<file path="config.mk">
export PLATFORM = sky130hd
export DESIGN_NAME = hv_reg_access_ctrl_flat
export DESIGN_NICKNAME = d
export VERILOG_FILES = /design/src/rtl/hv_reg_access_ctrl_if.sv /design/src/rtl/hv_reg_access_ctrl.sv /design/src/flat_wrapper.sv
export SDC_FILE = /design/constraint.sdc
export NUM_CORES = 1
export LEC_CHECK = 0
export BUFFER_PORTS_ARGS = -buffer_cell sky130_fd_sc_hd__buf_2
export CAP_MARGIN = 40
export CORE_MARGIN = 3
export CORE_UTILIZATION = 35
export CTS_BUF_LIST = sky130_fd_sc_hd__clkbuf_4 sky130_fd_sc_hd__clkbuf_8 sky130_fd_sc_hd__clkbuf_16
export DETAILED_ROUTE_END_ITERATION = 8
export PLACE_DENSITY_LB_ADDON = 0.12
export SETUP_SLACK_MARGIN = 0.1
export SLEW_MARGIN = 20
export SYNTH_ARGS = -nofsm -noshare
export SYNTH_HDL_FRONTEND = slang
export SYNTH_SLANG_ARGS = --single-unit
</file>
<file path="constraint.sdc">
create_clock -name i_clk -period 3.35 [get_ports i_clk]
set_input_delay 0.335 -clock i_clk [delete_from_list [all_inputs] [get_ports i_clk]]
set_output_delay 0.335 -clock i_clk [all_outputs]
set_load 0.1 [all_outputs]
</file>
<file path="src/rtl/hv_reg_access_ctrl_if.sv">
`default_nettype none
// +----------------------------------------------------------------------------+
// | Module      : hv_reg_access_ctrl_if                                        |
// | Description : Arbitrated register-access request/acknowledge bus.          |
// | Revision    : 1.0 - initial release                                        |
// +----------------------------------------------------------------------------+
interface hv_reg_access_ctrl_if #(
  parameter int REG_AW    = 7,
  parameter int REG_DW    = 8,
  parameter int REG_CRC_W = 8
);
  logic                 wr_req;
  logic                 rd_req;
  logic [REG_AW-1:0]    addr;
  logic [REG_DW-1:0]    wdata;
  logic [REG_CRC_W-1:0] wcrc;
  logic                 wack;
  logic                 rack;
  logic                 err;
  logic [REG_DW-1:0]    data;
  logic [REG_AW-1:0]    ack_addr;

  modport master (
    output wr_req, rd_req, addr, wdata, wcrc,
    input  wack, rack, err, data, ack_addr
  );

  modport slave (
    input  wr_req, rd_req, addr, wdata, wcrc,
    output wack, rack, err, data, ack_addr
  );
endinterface
`default_nettype wire

</file>
<file path="src/rtl/hv_reg_access_ctrl.sv">
`default_nettype none
// +----------------------------------------------------------------------------+
// | Module      : hv_reg_access_ctrl                                           |
// | Description : CRC-checked register access controller for the HV bank.     |
// | Revision    : 1.0 - initial release                                        |
// +----------------------------------------------------------------------------+
module hv_reg_access_ctrl #(
  parameter int REG_AW    = 7,
  parameter int REG_DW    = 8,
  parameter int REG_CRC_W = 8,
  parameter int REG_NUM   = 96
) (
  input  wire logic                i_clk,
  input  wire logic                i_rst_n,
  hv_reg_access_ctrl_if.slave      rac,
  output logic                     o_reg_wr_en,
  output logic                     o_reg_rd_en,
  output logic [REG_AW-1:0]        o_reg_addr,
  output logic [REG_DW-1:0]        o_reg_wdata,
  input  wire logic [REG_DW-1:0]   i_reg_rdata,
  output logic [7:0]               o_crc_err_cnt
);

  localparam int                    C_MSG_W    = 1 + REG_AW + REG_DW;
  localparam logic [REG_CRC_W-1:0]  C_CRC_POLY = REG_CRC_W'(8'h07);
  localparam logic [REG_AW:0]       C_REG_NUM  = (REG_AW+1)'(REG_NUM);

  typedef enum logic [2:0] {
    S_IDLE = 3'd0,
    S_CHK  = 3'd1,
    S_WR   = 3'd2,
    S_RD   = 3'd3,
    S_RDAT = 3'd4,
    S_ACK  = 3'd5,
    S_GAP  = 3'd6
  } state_t;

  // Bit-serial CRC, MSB first, init 0, no reflection, no final XOR
  function automatic logic [REG_CRC_W-1:0] f_crc(input logic [C_MSG_W-1:0] msg);
    logic [REG_CRC_W-1:0] crc;
    logic                 fb;
    crc = '0;
    for (int i = C_MSG_W - 1; i >= 0; i--) begin
      fb  = crc[REG_CRC_W-1] ^ msg[i];
      crc = {crc[REG_CRC_W-2:0], 1'b0} ^ (fb ? C_CRC_POLY : '0);
    end
    return crc;
  endfunction

  state_t               r_state, w_state_nxt;
  logic [REG_AW-1:0]    r_addr, w_addr_nxt;
  logic [REG_DW-1:0]    r_wdata, w_wdata_nxt;
  logic [REG_CRC_W-1:0] r_wcrc, w_wcrc_nxt;
  logic                 r_wr_en, w_wr_en_nxt;
  logic                 r_rd_en, w_rd_en_nxt;
  logic                 r_wack, w_wack_nxt;
  logic                 r_rack, w_rack_nxt;
  logic                 r_err, w_err_nxt;
  logic [REG_DW-1:0]    r_data, w_data_nxt;
  logic [REG_AW-1:0]    r_ack_addr, w_ack_addr_nxt;
  logic [7:0]           r_cnt, w_cnt_nxt;

  logic                 w_crc_ok;
  logic                 w_addr_ok;
  logic                 w_req_addr_ok;

  assign w_crc_ok      = (f_crc({1'b0, r_addr, r_wdata}) == r_wcrc);
  assign w_addr_ok     = ({1'b0, r_addr} < C_REG_NUM);
  assign w_req_addr_ok = ({1'b0, rac.addr} < C_REG_NUM);

  always_ff @(posedge i_clk or negedge i_rst_n) begin
    if (!i_rst_n) begin
      r_state <= S_IDLE;
    end else begin
      r_state <= w_state_nxt;
    end
  end

  always_comb begin
    w_state_nxt    = r_state;
    w_addr_nxt     = r_addr;
    w_wdata_nxt    = r_wdata;
    w_wcrc_nxt     = r_wcrc;
    w_wr_en_nxt    = 1'b0;
    w_rd_en_nxt    = 1'b0;
    w_wack_nxt     = 1'b0;
    w_rack_nxt     = 1'b0;
    w_err_nxt      = r_err;
    w_data_nxt     = r_data;
    w_ack_addr_nxt = r_ack_addr;
    w_cnt_nxt      = r_cnt;

    case (r_state)
      S_IDLE: begin
        // Write has priority; a simultaneous read is simply dropped
        if (rac.wr_req) begin
          w_addr_nxt  = rac.addr;
          w_wdata_nxt = rac.wdata;
          w_wcrc_nxt  = rac.wcrc;
          w_state_nxt = S_CHK;
        end else if (rac.rd_req) begin
          w_addr_nxt  = rac.addr;
          w_rd_en_nxt = w_req_addr_ok;
          w_state_nxt = S_RD;
        end
      end

      S_CHK: begin
        if (w_crc_ok && w_addr_ok) begin
          w_wr_en_nxt = 1'b1;
          w_state_nxt = S_WR;
        end else begin
          w_wack_nxt     = 1'b1;
          w_err_nxt      = 1'b1;
          w_data_nxt     = '0;
          w_ack_addr_nxt = r_addr;
          if (!w_crc_ok && (r_cnt != 8'hFF)) begin
            w_cnt_nxt = r_cnt + 8'd1;
          end
          w_state_nxt    = S_ACK;
        end
      end

      S_WR: begin
        w_wack_nxt     = 1'b1;
        w_err_nxt      = 1'b0;
        w_data_nxt     = '0;
        w_ack_addr_nxt = r_addr;
        w_state_nxt    = S_ACK;
      end

      S_RD: begin
        if (w_addr_ok) begin
          w_state_nxt = S_RDAT;
        end else begin
          w_rack_nxt     = 1'b1;
          w_err_nxt      = 1'b1;
          w_data_nxt     = '0;
          w_ack_addr_nxt = r_addr;
          w_state_nxt    = S_ACK;
        end
      end

      S_RDAT: begin
        w_rack_nxt     = 1'b1;
        w_err_nxt      = 1'b0;
        w_data_nxt     = i_reg_rdata;
        w_ack_addr_nxt = r_addr;
        w_state_nxt    = S_ACK;
      end

      S_ACK: begin
        w_state_nxt = S_GAP;
      end

      // Held requests are ignored here so they are not accepted twice
      S_GAP: begin
        w_state_nxt = S_IDLE;
      end

      default: begin
        w_state_nxt = S_IDLE;
      end
    endcase
  end

  always_ff @(posedge i_clk or negedge i_rst_n) begin
    if (!i_rst_n) begin
      r_addr     <= '0;
      r_wdata    <= '0;
      r_wcrc     <= '0;
      r_wr_en    <= 1'b0;
      r_rd_en    <= 1'b0;
      r_wack     <= 1'b0;
      r_rack     <= 1'b0;
      r_err      <= 1'b0;
      r_data     <= '0;
      r_ack_addr <= '0;
      r_cnt      <= 8'h00;
    end else begin
      r_addr     <= w_addr_nxt;
      r_wdata    <= w_wdata_nxt;
      r_wcrc     <= w_wcrc_nxt;
      r_wr_en    <= w_wr_en_nxt;
      r_rd_en    <= w_rd_en_nxt;
      r_wack     <= w_wack_nxt;
      r_rack     <= w_rack_nxt;
      r_err      <= w_err_nxt;
      r_data     <= w_data_nxt;
      r_ack_addr <= w_ack_addr_nxt;
      r_cnt      <= w_cnt_nxt;
    end
  end

  assign rac.wack      = r_wack;
  assign rac.rack      = r_rack;
  assign rac.err       = r_err;
  assign rac.data      = r_data;
  assign rac.ack_addr  = r_ack_addr;
  assign o_reg_wr_en   = r_wr_en;
  assign o_reg_rd_en   = r_rd_en;
  assign o_reg_addr    = r_addr;
  assign o_reg_wdata   = r_wdata;
  assign o_crc_err_cnt = r_cnt;

endmodule
`default_nettype wire
</file>
<file path="src/flat_wrapper.sv">
// flat-port wrapper written by rule: the top's interface ports become plain ports
module hv_reg_access_ctrl_flat 
#(
  parameter int REG_AW    = 7,
  parameter int REG_DW    = 8,
  parameter int REG_CRC_W = 8,
  parameter int REG_NUM   = 96
)
  (i_clk, i_rst_n, o_reg_wr_en, o_reg_rd_en, o_reg_addr, o_reg_wdata, i_reg_rdata, o_crc_err_cnt, rac_wr_req, rac_rd_req, rac_addr, rac_wdata, rac_wcrc, rac_wack, rac_rack, rac_err, rac_data, rac_ack_addr);
  hv_reg_access_ctrl_if #(.REG_AW(REG_AW), .REG_DW(REG_DW), .REG_CRC_W(REG_CRC_W)) rac_i ();
  input  wire logic i_clk;
  input  wire logic i_rst_n;
  output logic o_reg_wr_en;
  output logic o_reg_rd_en;
  output logic [REG_AW-1:0] o_reg_addr;
  output logic [REG_DW-1:0] o_reg_wdata;
  input  wire logic [REG_DW-1:0] i_reg_rdata;
  output logic [7:0] o_crc_err_cnt;
  input wire logic [$bits(rac_i.wr_req)-1:0] rac_wr_req;
  input wire logic [$bits(rac_i.rd_req)-1:0] rac_rd_req;
  input wire logic [$bits(rac_i.addr)-1:0] rac_addr;
  input wire logic [$bits(rac_i.wdata)-1:0] rac_wdata;
  input wire logic [$bits(rac_i.wcrc)-1:0] rac_wcrc;
  output wire logic [$bits(rac_i.wack)-1:0] rac_wack;
  output wire logic [$bits(rac_i.rack)-1:0] rac_rack;
  output wire logic [$bits(rac_i.err)-1:0] rac_err;
  output wire logic [$bits(rac_i.data)-1:0] rac_data;
  output wire logic [$bits(rac_i.ack_addr)-1:0] rac_ack_addr;
  assign rac_i.wr_req = rac_wr_req;
  assign rac_i.rd_req = rac_rd_req;
  assign rac_i.addr = rac_addr;
  assign rac_i.wdata = rac_wdata;
  assign rac_i.wcrc = rac_wcrc;
  assign rac_wack = rac_i.wack;
  assign rac_rack = rac_i.rack;
  assign rac_err = rac_i.err;
  assign rac_data = rac_i.data;
  assign rac_ack_addr = rac_i.ack_addr;
  hv_reg_access_ctrl #(.REG_AW(REG_AW), .REG_DW(REG_DW), .REG_CRC_W(REG_CRC_W), .REG_NUM(REG_NUM)) u_core (.i_clk(i_clk), .i_rst_n(i_rst_n), .rac(rac_i), .o_reg_wr_en(o_reg_wr_en), .o_reg_rd_en(o_reg_rd_en), .o_reg_addr(o_reg_addr), .o_reg_wdata(o_reg_wdata), .i_reg_rdata(i_reg_rdata), .o_crc_err_cnt(o_crc_err_cnt));
endmodule
</file>
==> Word-level counts from Yosys, hierarchy flattened <==
Index checks and enable logic that the tools add are counted.
{ "totals": {"register_bits": 54, "inputBits": 35, "output_inout_bits": 43, "wordCells": 107} }
{ "op_classes": {"add_sub_neg": 1, "n_lt_le_gt_ge": 2, "n_eq_ne": 10, "muxes": 40, "n_bitwise": 29, "reduce_logical": 13} }
{ "op_table": {"columns": ["operator", "n"], "rows": [
  ["$xor A8 B8 Y8", 14],
  ["$mux W3", 18],
  ["$pmux W8 S4", 1],
  ["$mux W7", 4],
  ["$pmux W7 S3", 1],
  ["$mux W8", 2],
  ["$pmux W3 S5", 1],
  ["$lt A7 B7 Y1 const B", 2],
  ["$xor A1 B1 Y1", 13],
  ["$mux W1", 10],
  ["$reduce_and A3 Y1", 3],
  ["$add A8 B1 Y8 const B", 1],
  ["$eq A8 B8 Y1", 1],
  ["$ne A8 B8 Y1 const B", 1],
  ["$eq A3 B2 Y1 const B", 2],
  ["$eq A3 B3 Y1 const B", 2],
  ["$ne A2 B2 Y1 const B", 2],
  ["$pmux W1 S2", 2],
  ["$reduce_and A2 Y1", 2],
  ["$reduce_bool A4 Y1", 1],
  ["$eq A3 B1 Y1 const B", 1],
  ["$logic_not A3 Y1", 1],
  ["$ne A3 B3 Y1 const B", 1],
  ["$pmux W1 S3", 1],
  ["7 further kinds", 8]
]} }

==> Logic depth before layout (Yosys ltp) <==
Gate-level depths: netlist of run 1.
{ "logic_depth": {"ltp_word": 46, "ltp_mapped": 9, "ltp_nobuf": 8} }

==> Least setup slack after synthesis of run 1 <==
No wires, ideal clock.
{ "synth_path": {"path_type": "register to register", "startpoint": "reg u_core.r_addr[5], in the netlist u_core.o_reg_addr[5]", "endpoint": "reg u_core.r_ack_addr[4], in the netlist u_core.rac.ack_addr[4]", "setup_ns": 0.128, "arrival_ns": 3.204, "t_required_ns": 3.222, "setup_slack_ns": 0.017, "path_stages_with_launch": 10, "path_buffers": 1, "period_less_slack_ns": 3.333, "path_cell_list": "dfrtp_1 -> ha_1 -> xnor3_1 -> xnor2_1 -> and2_1 -> mux2i_2 -> nor4_4 -> a21o_4 -> buf_6 -> mux2_1"} }
{ "synth_via": {"elab_chain_cells": 24, "elab_cells_between_ends": 32, "cone_classes": "order compare (1); eq/ne (3); mux (6); bitwise (20); reduce/logical (2)"} }
{ "synth_lines": {"columns": ["element", "line", "source"], "rows": [
  ["start, declared", "hv_reg_access_ctrl.sv:51", "logic [REG_AW-1:0] r_addr, w_addr_nxt;"],
  ["start signal, assigned", "hv_reg_access_ctrl.sv:181", "r_addr <= w_addr_nxt;"],
  ["$xor A1 B1 Y1", "hv_reg_access_ctrl.sv:44", "fb = crc[REG_CRC_W-1] ^ msg[i];"],
  ["$mux W3", "hv_reg_access_ctrl.sv:45", "crc = {crc[REG_CRC_W-2:0], 1'b0} ^ (fb ? C_CRC_POLY : '0);"],
  ["$xor A8 B8 Y8 (6 in series)", "hv_reg_access_ctrl.sv:45", null],
  ["$xor A1 B1 Y1 or $xor A8 B8 Y8 (tied branches)", "hv_reg_access_ctrl.sv:44, hv_reg_access_ctrl.sv:45", null],
  ["$mux W3 or $xor A1 B1 Y1 (tied branches)", "hv_reg_access_ctrl.sv:45, hv_reg_access_ctrl.sv:44", null],
  ["$xor A8 B8 Y8 or $mux W3 (tied branches)", "hv_reg_access_ctrl.sv:45", null],
  ["$xor A8 B8 Y8 (5 in series)", "hv_reg_access_ctrl.sv:45", null],
  ["$xor A8 B8 Y8 or $xor A1 B1 Y1 (tied branches)", "hv_reg_access_ctrl.sv:45, hv_reg_access_ctrl.sv:44", null],
  ["$xor A1 B1 Y1 or $mux W3 (tied branches)", "hv_reg_access_ctrl.sv:44, hv_reg_access_ctrl.sv:45", null],
  ["$mux W3 or $xor A8 B8 Y8 (tied branches)", "hv_reg_access_ctrl.sv:45", null],
  ["$xor A8 B8 Y8", "hv_reg_access_ctrl.sv:45", null],
  ["$eq A8 B8 Y1", "hv_reg_access_ctrl.sv:67", "assign w_crc_ok = (f_crc({1'b0, r_addr, r_wdata}) == r_wcrc);"],
  ["$logic_and A1 B1 Y1", "hv_reg_access_ctrl.sv:109", "if (w_crc_ok && w_addr_ok) begin"],
  ["$ne A2 B2 Y1 (no line)", null, null],
  ["$reduce_and A3 Y1 (no line) *", null, null],
  ["end signal, assigned", "hv_reg_access_ctrl.sv:190", "r_ack_addr <= w_ack_addr_nxt;"],
  ["end, declared", "hv_reg_access_ctrl.sv:60", "logic [REG_AW-1:0] r_ack_addr, w_ack_addr_nxt;"]
]} }
Mark *: on every way between the ends. The rest lies on a longest branch, timed or not.
A chain may end at the register's enable or synchronous reset.

==> Worst setup path in the final report of run 1 <==
{ "layout_path": {"startpoint": "reg u_core.r_addr[5], in the netlist u_core.o_reg_addr[5]", "endpoint": "reg u_core.r_ack_addr[5], in the netlist u_core.rac.ack_addr[5]"} }
{ "layout_via": {"elab_chain_cells": 24, "elab_cells_between_ends": 35, "cone_classes": "order compare (1); eq/ne (3); mux (9); bitwise (20); reduce/logical (2)"} }
{ "layout_lines": {"columns": ["element", "line"], "rows": [
  ["$xor A1 B1 Y1", "hv_reg_access_ctrl.sv:44"],
  ["$mux W3", "hv_reg_access_ctrl.sv:45"],
  ["$xor A8 B8 Y8 (6 in series)", "hv_reg_access_ctrl.sv:45"],
  ["$xor A1 B1 Y1 or $xor A8 B8 Y8 (tied branches)", "hv_reg_access_ctrl.sv:44, hv_reg_access_ctrl.sv:45"],
  ["$mux W3 or $xor A1 B1 Y1 (tied branches)", "hv_reg_access_ctrl.sv:45, hv_reg_access_ctrl.sv:44"],
  ["$xor A8 B8 Y8 or $mux W3 (tied branches)", "hv_reg_access_ctrl.sv:45"],
  ["$xor A8 B8 Y8 (5 in series)", "hv_reg_access_ctrl.sv:45"],
  ["$xor A8 B8 Y8 or $xor A1 B1 Y1 (tied branches)", "hv_reg_access_ctrl.sv:45, hv_reg_access_ctrl.sv:44"],
  ["$xor A1 B1 Y1 or $mux W3 (tied branches)", "hv_reg_access_ctrl.sv:44, hv_reg_access_ctrl.sv:45"],
  ["$mux W3 or $xor A8 B8 Y8 (tied branches)", "hv_reg_access_ctrl.sv:45"],
  ["$xor A8 B8 Y8", "hv_reg_access_ctrl.sv:45"],
  ["$eq A8 B8 Y1", "hv_reg_access_ctrl.sv:67"],
  ["$logic_and A1 B1 Y1", "hv_reg_access_ctrl.sv:109"],
  ["$ne A2 B2 Y1 (no line)", null],
  ["$reduce_and A3 Y1 (no line)", null]
]} }
Several ways; a longest one is shown, not always the timed one. The select of a mux whose other input is x is not followed.

==> results.tsv, run 1 <==
stage	metric	value	unit
run_status	status	completed	
worst_setup_path	RR Startpoint	u_core.o_reg_addr[5]	
cts	CTS buffer count	5	
worst_setup_path	reg2reg path depth	8	
floorplanning	Initial Util	37.3	%
yosys	Synth Flop Type	dfrtp_1	
cells_and_area	layout cell share with drive strength beyond 1	47.0	%
job	maxcap violations	0	
sta	f_max	351	MHz
worst_setup_path	worst setup path start	u_core.o_reg_addr[5]	
cells_and_area	post-route cell area	3240	sq um
route	DR WL/cell	14.6	microns
cells_and_area	register area	1350	sq um
hold_path	Hold Crit Depth	2	
global_route	GRT Overall Usage	13.5	%
sta	# setup viols final	0	
floorplanning	die width	92.5	microns
cells_and_area	Fill cells	685	
floorplanning	Die Area	8550	sq um
hold_path	Hold Path End	u_core.o_reg_rd_en	
yosys	Cell Area, Synth	2620	sq um
cts	root buffer cell	clkbuf_8	
cts	Num Clock Sinks	54	
route	Via Count	1789	
sta	Setup TNS	0	ps
yosys	Syn Nets	234	
cells_and_area	Post-layout nets	317	
global_route	antenna violations before repair	0	
placement	placed insts	367	
worst_setup_path	Crit path required time	3550	ps
placement	DP HPWL	4.16	mm
sta	Tmin final	2850	ps
yosys	Post-synth EDFFs	0	
floorplanning	Die Height	92.5	microns
hold_path	worst min-delay path startpoint	rac_addr[5]	
sta	Final Hold Fails	0	
global_route	largest net degree at the start of global routing	36	
cts	Skew-Pair Late Insertion Delay	310	ps
yosys	ys async rst share	100	%
route	drt first pass iters	4	
yosys	Ys Warns	0	
global_route	vias in the first global route	1851	
worst_setup_path	FF-to-FF setup slack	500	ps
route	DRT iter0 DRCs	37	
placement	number of port buffers	77	
sta	Max Transition Viols Final	0	
cells_and_area	area of the multi-input gates	1230	sq um
hold_path	HP Class	in -> reg	
yosys	Yosys cell types	40	
placement	GPL Wtd Cong	0.711	
cts	Clk pin slew, worst setup/hold paths	100	ps
yosys	syn_area_per_cell	13.3	sq um
cts	H-tree depth	2	
route	ANT nets after route	0	
floorplanning	placement row count	30	
yosys	post-synthesis sequential area ratio	51.6	%
yosys	Syn Inst Count	197	
placement	Post-DP Area	3110	sq um
sta	RSZ-0062 raised after global routing	false	
floorplanning	core area	7020	sq um
sta	period utilization	85.1	%
sta	skew final	4.04	ps
global_route	GRT overflow	0	
cells_and_area	Finished Layout Cells	377	
worst_setup_path	critical path data arrival time	3050	ps
global_route	first-pass GRT wire length	9.09	mm
cells_and_area	Layout area overhead	23.9	%
worst_setup_path	crit-path max FO	15	
route	vias per cell	4.75	
floorplanning	# IOs	78	
worst_setup_path	CP Launch Type	flip-flop	
yosys	#FFs+latches synth	54	
route	# DRC	0	
worst_setup_path	critical path class	reg -> reg	
cts	CTS tree	yes	
route	routed wire length	5.52	mm
cts	Longest Clk Path Bufs	2	
cells_and_area	number of diodes	0	
sta	Slew headroom	54.4	%
worst_setup_path	r2r endpoint	u_core.rac.ack_addr[5]	
worst_setup_path	Critical Path Sink Type	flip-flop	
sta	worst slew pin tran	682	ps
## state kept, by name (all words and copies together), names as in the netlist
register / cells
u_core.o_crc_err_cnt: 8
u_core.o_reg_addr: 7
u_core.o_reg_rd_en: 1
u_core.o_reg_wdata: 8
u_core.o_reg_wr_en: 1
u_core.r_state: 3
u_core.r_wcrc: 8
u_core.rac.ack_addr: 7
u_core.rac.data: 8
u_core.rac.err: 1
u_core.rac.rack: 1
u_core.rac.wack: 1
## critical path, stage by stage (launching register included)
cell and delay, ps:
dfrtp_2 460, ha_1 330, xnor3_1 450, xnor2_1 210, and2_1 160, mux2i_2 100, nor4_4 410, a21o_4 290
mux2_2 350
## worst max-delay path by stage
stage	cells after the start	end
3_5_place_dp	8	u_core.rac.ack_addr[0]
4_1_cts	8	u_core.rac.ack_addr[0]
2_1_floorplan	8	u_core.rac.ack_addr[4]
5_1_grt	8	u_core.rac.ack_addr[5]
6_report	8	u_core.rac.ack_addr[5]
3_3_place_gp	8	u_core.rac.ack_addr[0]
## placed cells by master, fill, tap and decap left out, drive strengths merged, types with 2 or more instances in the layout
cell type / netlist / routed
clkbuf: 5 / 6
inv: 1 / 2
dfrtp: 54 / 54
o211ai: 2 / 2
nand4b: 2 / 2
nor2b: 4 / 4
o21ai: 3 / 3
nor3: 6 / 6
nand3: 4 / 4
a22o: 8 / 8
nand2b: 2 / 2
xor2: 10 / 10
xnor2: 24 / 24
nand2: 7 / 7
mux2: 31 / 31
and3: 5 / 5
nor2: 5 / 5
nor4b: 2 / 2
buf: 1 / 81
ha: 2 / 2
xnor3: 4 / 4
a21oi: 3 / 3
## synthesized netlist by cell type, drive strengths merged (3+ instances only)
cell type,instances,area (sq um)
a21oi,3,15.0
nor3,6,40.0
nand3,4,20.0
clkbuf,5,18.8
o21ai,3,15.0
nor2b,4,27.5
xor2,10,95.1
and3,5,31.3
xnor3,4,90.1
dfrtp,54,1350
mux2,31,349
nand2,7,26.3
nor2,5,18.8
a22o,8,70.1
xnor2,24,225
## logic make-up after synthesis
group / share of synthesized area [%]
buffers and inverters: 1.29
adder cells (fa/ha/maj): 0.956
XOR/XNOR: 15.7
multiplexers: 13.9
AO/OA/AOI/OAI: 6.36
flip-flops: 51.7
AND/OR/NAND/NOR: 10.2
## repair_timing
action                     CTS  global route
resized for setup            0             0
hold endpoints to repair     0            13
setup buffers                0             0
hold buffers                 0             1
setup endpoints to repair    0             0
## metrics by stage
step | hold slack, ps | setup WS [ps] | utilization, %
floorplan | 39.4 | 257 | -
global placement | 468 | 539 | 44.3
detailed placement | 458 | 477 | 44.4
CTS | 115 | 464 | 45.7
global route | 206 | 265 | 46.2
finish | 217 | 500 | 46.2
## layer usage
layer	part of all wire (%)	track usage, %	vias to the layer above
met3	5.0	3.49	5
met5	0	0	-
li1	-	-	859
met1	45	16.8	884
met4	1.1	4.46	0
met2	49	22.9	41
## layout make-up
type,instances,area share [%]
flip-flops and latches,54,41.8
multi-input cells,136,38.0
clock buffers,6,2.35
well taps,96,3.71
clock inverters,2,0.425
repair buffers,82,13.7
inverters,1,0.116
Power of run 1 is not shown: default switching activity piles up to over one toggle a cycle in this logic, so the estimate is an artifact.
==> run 2, diff against run 1 <==
--- a/config.mk
+++ b/config.mk
@@ -8,7 +8,7 @@
 export BUFFER_PORTS_ARGS = -buffer_cell sky130_fd_sc_hd__buf_2
 export CAP_MARGIN = 40
 export CORE_MARGIN = 3
-export CORE_UTILIZATION = 35
+export CORE_UTILIZATION = 40
 export CTS_BUF_LIST = sky130_fd_sc_hd__clkbuf_4 sky130_fd_sc_hd__clkbuf_8 sky130_fd_sc_hd__clkbuf_16
 export DETAILED_ROUTE_END_ITERATION = 8
 export PLACE_DENSITY_LB_ADDON = 0.12
==> results.tsv, run 2 (same netlist as run 1, synthesis figures left out) <==
stage	metric	value	unit
cells_and_area	most common cell after layout, fill and taps aside	buf_2	
placement	GPL Wtd Cong	0.793	
route	DR WL/cell	14.9	microns
global_route	antenna violations before repair	0	
floorplanning	core area	6130	sq um
cts	CTS buffer count	5	
cts	Setup Buffers After CTS	0	
global_route	layer with the highest usage	met2	
cells_and_area	fin util	51.9	%
placement	number of port buffers	77	
placement	DP HPWL	4.06	mm
cts	CTS hold repair buffers	0	
cells_and_area	number of diodes	0	
sta	worst slew pin tran	680	ps
cells_and_area	Fill cells	564	
sta	Max Transition Viols Final	0	
route	# DRC	0	
worst_setup_path	FF-to-FF setup slack	480	ps
route	drt first pass iters	4	
floorplanning	Die Height	86.9	microns
global_route	M2 GR Usage	25.1	%
worst_setup_path	critical path data arrival time	3070	ps
cts	post-cts resize count	0	
cells_and_area	layout cell share with drive strength beyond 1	47.0	%
worst_setup_path	reg2reg path depth	8	
route	vias per cell	5.01	
floorplanning	Initial Util	42.7	%
route	DRT iter0 DRCs	57	
worst_setup_path	crit path cell chain	ha_1, xnor3_1, xnor2_1, and2_1, mux2i_2, nor4_4, a21o_4, mux2_2	
worst_setup_path	crit-path max FO	15	
route	ANT nets after route	0	
cts	Skew-Pair Late Insertion Delay	300	ps
worst_setup_path	crit path max-delay cell type	dfrtp_2	
cts	CTS tree	yes	
floorplanning	die width	86.9	microns
worst_setup_path	worst setup path endpoint	u_core.rac.ack_addr[0]	
cells_and_area	register area	1350	sq um
global_route	GRT Overall Usage	14.5	%
worst_setup_path	CP Launch Type	flip-flop	
worst_setup_path	RR Startpoint	u_core.o_reg_addr[5]	
global_route	vias in the first global route	1799	
cells_and_area	Layout area overhead	21.7	%
global_route	largest net degree at the start of global routing	31	
floorplanning	placement row count	28	
job	maxcap violations	0	
cts	Clk pin slew, worst setup/hold paths	90	ps
sta	RSZ-0062 raised after global routing	false	
worst_setup_path	worst setup path start	u_core.o_reg_addr[5]	
floorplanning	# IOs	78	
global_route	GRT overflow	0	
worst_setup_path	critical path class	reg -> reg	
cts	root buffer cell	clkbuf_8	
worst_setup_path	r2r endpoint	u_core.rac.ack_addr[0]	
global_route	met3 usage	4.07	%
sta	Setup TNS	0	ps
global_route	first-pass GRT wire length	8.54	mm
placement	placed insts	346	
sta	Slew headroom	54.5	%
cells_and_area	Finished Layout Cells	354	
sta	period utilization	85.7	%
run_status	status	completed	
cells_and_area	commonest non-fill, non-tap cells in the layout	78 x buf_2, 52 x dfrtp_1, 29 x mux2_2	
sta	# setup viols final	0	
route	Via Count	1775	
cells_and_area	area of the multi-input gates	1230	sq um
cells_and_area	Post-layout nets	315	
route	routed wire length	5.28	mm
hold_path	HP Class	in -> async	
cts	Longest Clk Path Bufs	2	
worst_setup_path	Crit path required time	3540	ps
worst_setup_path	Critical Path Sink Type	flip-flop	
sta	skew final	5.20	ps
cts	Num Clock Sinks	54	
floorplanning	Die Area	7550	sq um
global_route	met1 Resource Use GR	17.4	%
cts	H-tree depth	2	
sta	Final Hold Fails	0	
sta	Tmin final	2870	ps
worst_setup_path	crit-path max cell delay	460	ps
sta	f_max	348	MHz
## run 2: routing by layer
metal | wire length, microns | vias up | part of all wire (%)
met5 | 0 | - | 0
met4 | 68 | 0 | 1.3
met3 | 314 | 7 | 5.9
li1 | - | 860 | -
met1 | 2210 | 866 | 42
met2 | 2680 | 42 | 51
## run 2: final cells by class
cell class | count | area share (%)
clock inverter | 1 | 0.157
inverter | 1 | 0.118
clock buffer | 7 | 2.83
timing repair buffer | 80 | 12.7
multi-input combinational | 136 | 38.7
tap | 75 | 2.95
sequential | 54 | 42.5
## run 2: worst max-delay path, delay by kind of cell, from the launching register on
kind            cells  cell delay, ps
flops               1             460
fa+ha+maj           1             320
xor+xnor            2             650
simple gates        2             570
compound gates      1             300
mux                 2             450
## run 2: how the worst min path moves through the flow
stage | endpoint | cells after the start | from
finish | u_core.rac.err | 1 | i_rst_n
global placement | u_core.o_crc_err_cnt[5] | 1 | i_rst_n
detailed placement | u_core.rac.err | 1 | i_rst_n
global route | u_core.rac.data[5] | 1 | i_rst_n
CTS | u_core.rac.err | 1 | i_rst_n
floorplan | u_core.o_crc_err_cnt[0] | 0 | i_rst_n
## run 2: metrics by stage
step	cell area [sq um]	worst slack (ps)	hold WS, ps
final	3180	478	50.5
after detailed placement	3090	470	410
after floorplan	2620	257	39.4
after global placement	3080	545	408
after global routing	3180	291	93.8
after CTS	3180	457	70.9
Power of run 2 is left out for the same reason.
==> run 3, diff against run 2 <==
--- a/config.mk
+++ b/config.mk
@@ -8,7 +8,7 @@
 export BUFFER_PORTS_ARGS = -buffer_cell sky130_fd_sc_hd__buf_2
 export CAP_MARGIN = 40
 export CORE_MARGIN = 3
-export CORE_UTILIZATION = 40
+export CORE_UTILIZATION = 50
 export CTS_BUF_LIST = sky130_fd_sc_hd__clkbuf_4 sky130_fd_sc_hd__clkbuf_8 sky130_fd_sc_hd__clkbuf_16
 export DETAILED_ROUTE_END_ITERATION = 8
 export PLACE_DENSITY_LB_ADDON = 0.12
==> results.tsv, run 3 (same netlist as run 1, synthesis figures left out) <==
stage	metric	value	unit
worst_setup_path	crit path cell chain	ha_1, xnor3_1, xnor2_1, and2_1, mux2i_2, nor4_4, a21o_4, mux2_2	
cts	Setup Buffers After CTS	0	
cts	Clk pin slew, worst setup/hold paths	90	ps
cells_and_area	number of diodes	0	
cells_and_area	layout cell share with drive strength beyond 1	46.8	%
cells_and_area	commonest non-fill, non-tap cells in the layout	78 x buf_2, 52 x dfrtp_1, 29 x mux2_2	
placement	number of port buffers	77	
route	ANT nets after route	0	
placement	DP HPWL	3.81	mm
sta	skew final	6.01	ps
hold_path	Hold Crit Depth	2	
route	# DRC	0	
cts	root buffer cell	clkbuf_8	
global_route	met1 Resource Use GR	23.1	%
run_status	status	completed	
floorplanning	Die Area	6140	sq um
worst_setup_path	r2r endpoint	u_core.rac.ack_addr[3]	
global_route	GRT Overall Usage	17.2	%
global_route	antenna violations before repair	0	
route	drt first pass iters	4	
cells_and_area	most common cell after layout, fill and taps aside	buf_2	
worst_setup_path	critical path data arrival time	3040	ps
worst_setup_path	Crit path required time	3540	ps
sta	period utilization	85.2	%
route	Via Count	1776	
worst_setup_path	crit-path max cell delay	460	ps
route	routed wire length	4.96	mm
hold_path	HP Class	in -> reg	
sta	Tmin final	2850	ps
route	vias per cell	5.12	
placement	GPL Wtd Cong	0.778	
worst_setup_path	reg2reg path depth	8	
floorplanning	core area	4880	sq um
global_route	M2 GR Usage	27.7	%
cts	CTS tree	yes	
floorplanning	placement row count	25	
sta	worst slew pin tran	602	ps
floorplanning	# IOs	78	
cts	H-tree depth	2	
route	DR WL/cell	14.3	microns
hold_path	worst min-delay path startpoint	rac_addr[5]	
hold_path	Hold Path End	u_core.o_reg_rd_en	
cts	Longest Clk Path Bufs	2	
sta	RSZ-0062 raised after global routing	false	
global_route	met3 usage	4.36	%
worst_setup_path	Critical Path Sink Type	flip-flop	
global_route	largest net degree at the start of global routing	35	
worst_setup_path	FF-to-FF setup slack	500	ps
sta	# setup viols final	0	
cts	Skew-Pair Late Insertion Delay	300	ps
cells_and_area	Post-layout nets	316	
sta	Setup TNS	0	ps
cts	Num Clock Sinks	54	
global_route	GRT overflow	0	
floorplanning	die width	78.3	microns
job	maxcap violations	0	
cts	CTS buffer count	5	
global_route	first-pass GRT wire length	8.25	mm
cells_and_area	Layout area overhead	23.5	%
floorplanning	Initial Util	53.6	%
sta	Final Hold Fails	0	
worst_setup_path	CP Launch Type	flip-flop	
sta	Slew headroom	59.7	%
sta	Max Transition Viols Final	0	
worst_setup_path	crit-path max FO	15	
sta	f_max	350	MHz
route	DRT iter0 DRCs	55	
worst_setup_path	crit path max-delay cell type	dfrtp_2	
global_route	vias in the first global route	1736	
worst_setup_path	critical path class	reg -> reg	
floorplanning	Die Height	78.3	microns
global_route	layer with the highest usage	met2	
worst_setup_path	RR Startpoint	u_core.o_reg_addr[5]	
==> run 3: changes by cell type in the layout (fill, tap and decap cells not counted), sizes merged <==
cell and delta:
dlygate4sd3 +1, bufinv +2, clkinv -1, clkbuf -1
==> run 3: per-layer routing <==
| metal | wire length [microns] | vias to the layer above |
|---|---|---|
| met5 | 0 | - |
| met3 | 270 | 10 |
| met2 | 2370 | 55 |
| li1 | - | 866 |
| met1 | 2230 | 845 |
| met4 | 96 | 0 |
==> run 3: stage by stage <==
step / instances / hold slack (ps) / setup WS, ps / cell area, sq um / utilization, %
floorplan: 197 / 39.4 / 257 / 2620 / -
global placement: 337 / 313 / 557 / 3070 / 63.0
detailed placement: 338 / 320 / 475 / 3080 / 63.1
CTS: 347 / 220 / 463 / 3230 / 66.2
global route: 347 / 216 / 291 / 3230 / 66.2
finish: 347 / 239 / 497 / 3230 / 66.2
==> run 3: area by class of cell <==
class / instances / area [sq um]
inverter: 1 / 3.75
fill: 390 / 1650
sequential: 54 / 1350
timing repair buffer: 81 / 415
tap: 67 / 83.8
multi-input combinational: 136 / 1230
clock inverter: 2 / 60.1
clock buffer: 6 / 82.6
==> run 3: worst max-delay path by stage <==
stage | from | end | cells past startpoint
5_1_grt | u_core.o_reg_addr[5] | u_core.rac.ack_addr[6] | 8
2_1_floorplan | u_core.o_reg_addr[3] | u_core.rac.ack_addr[4] | 8
3_3_place_gp | u_core.o_reg_addr[5] | u_core.rac.ack_addr[5] | 8
6_report | u_core.o_reg_addr[5] | u_core.rac.ack_addr[3] | 8
3_5_place_dp | u_core.o_reg_addr[5] | u_core.rac.ack_addr[6] | 8
4_1_cts | u_core.o_reg_addr[5] | u_core.rac.ack_addr[6] | 8
==> run 3: repair_timing <==
action                                  4_1_cts  5_1_grt
endpoints found under the setup margin        0        0
resized for setup                             0        0
hold endpoints to repair                     20        0
hold buffers                                  1        0
==> run 3: worst max-delay path: cells and delay by family (launching register included) <==
kind | cells | cell delay (ps)
xor gates and xnor gates | 2 | 640
and+or+nand+nor | 2 | 580
DFF | 1 | 460
muxes | 2 | 450
adders and majority gates | 1 | 330
AOI/OAI and AO/OA | 1 | 290
Power of run 3 is left out for the same reason.
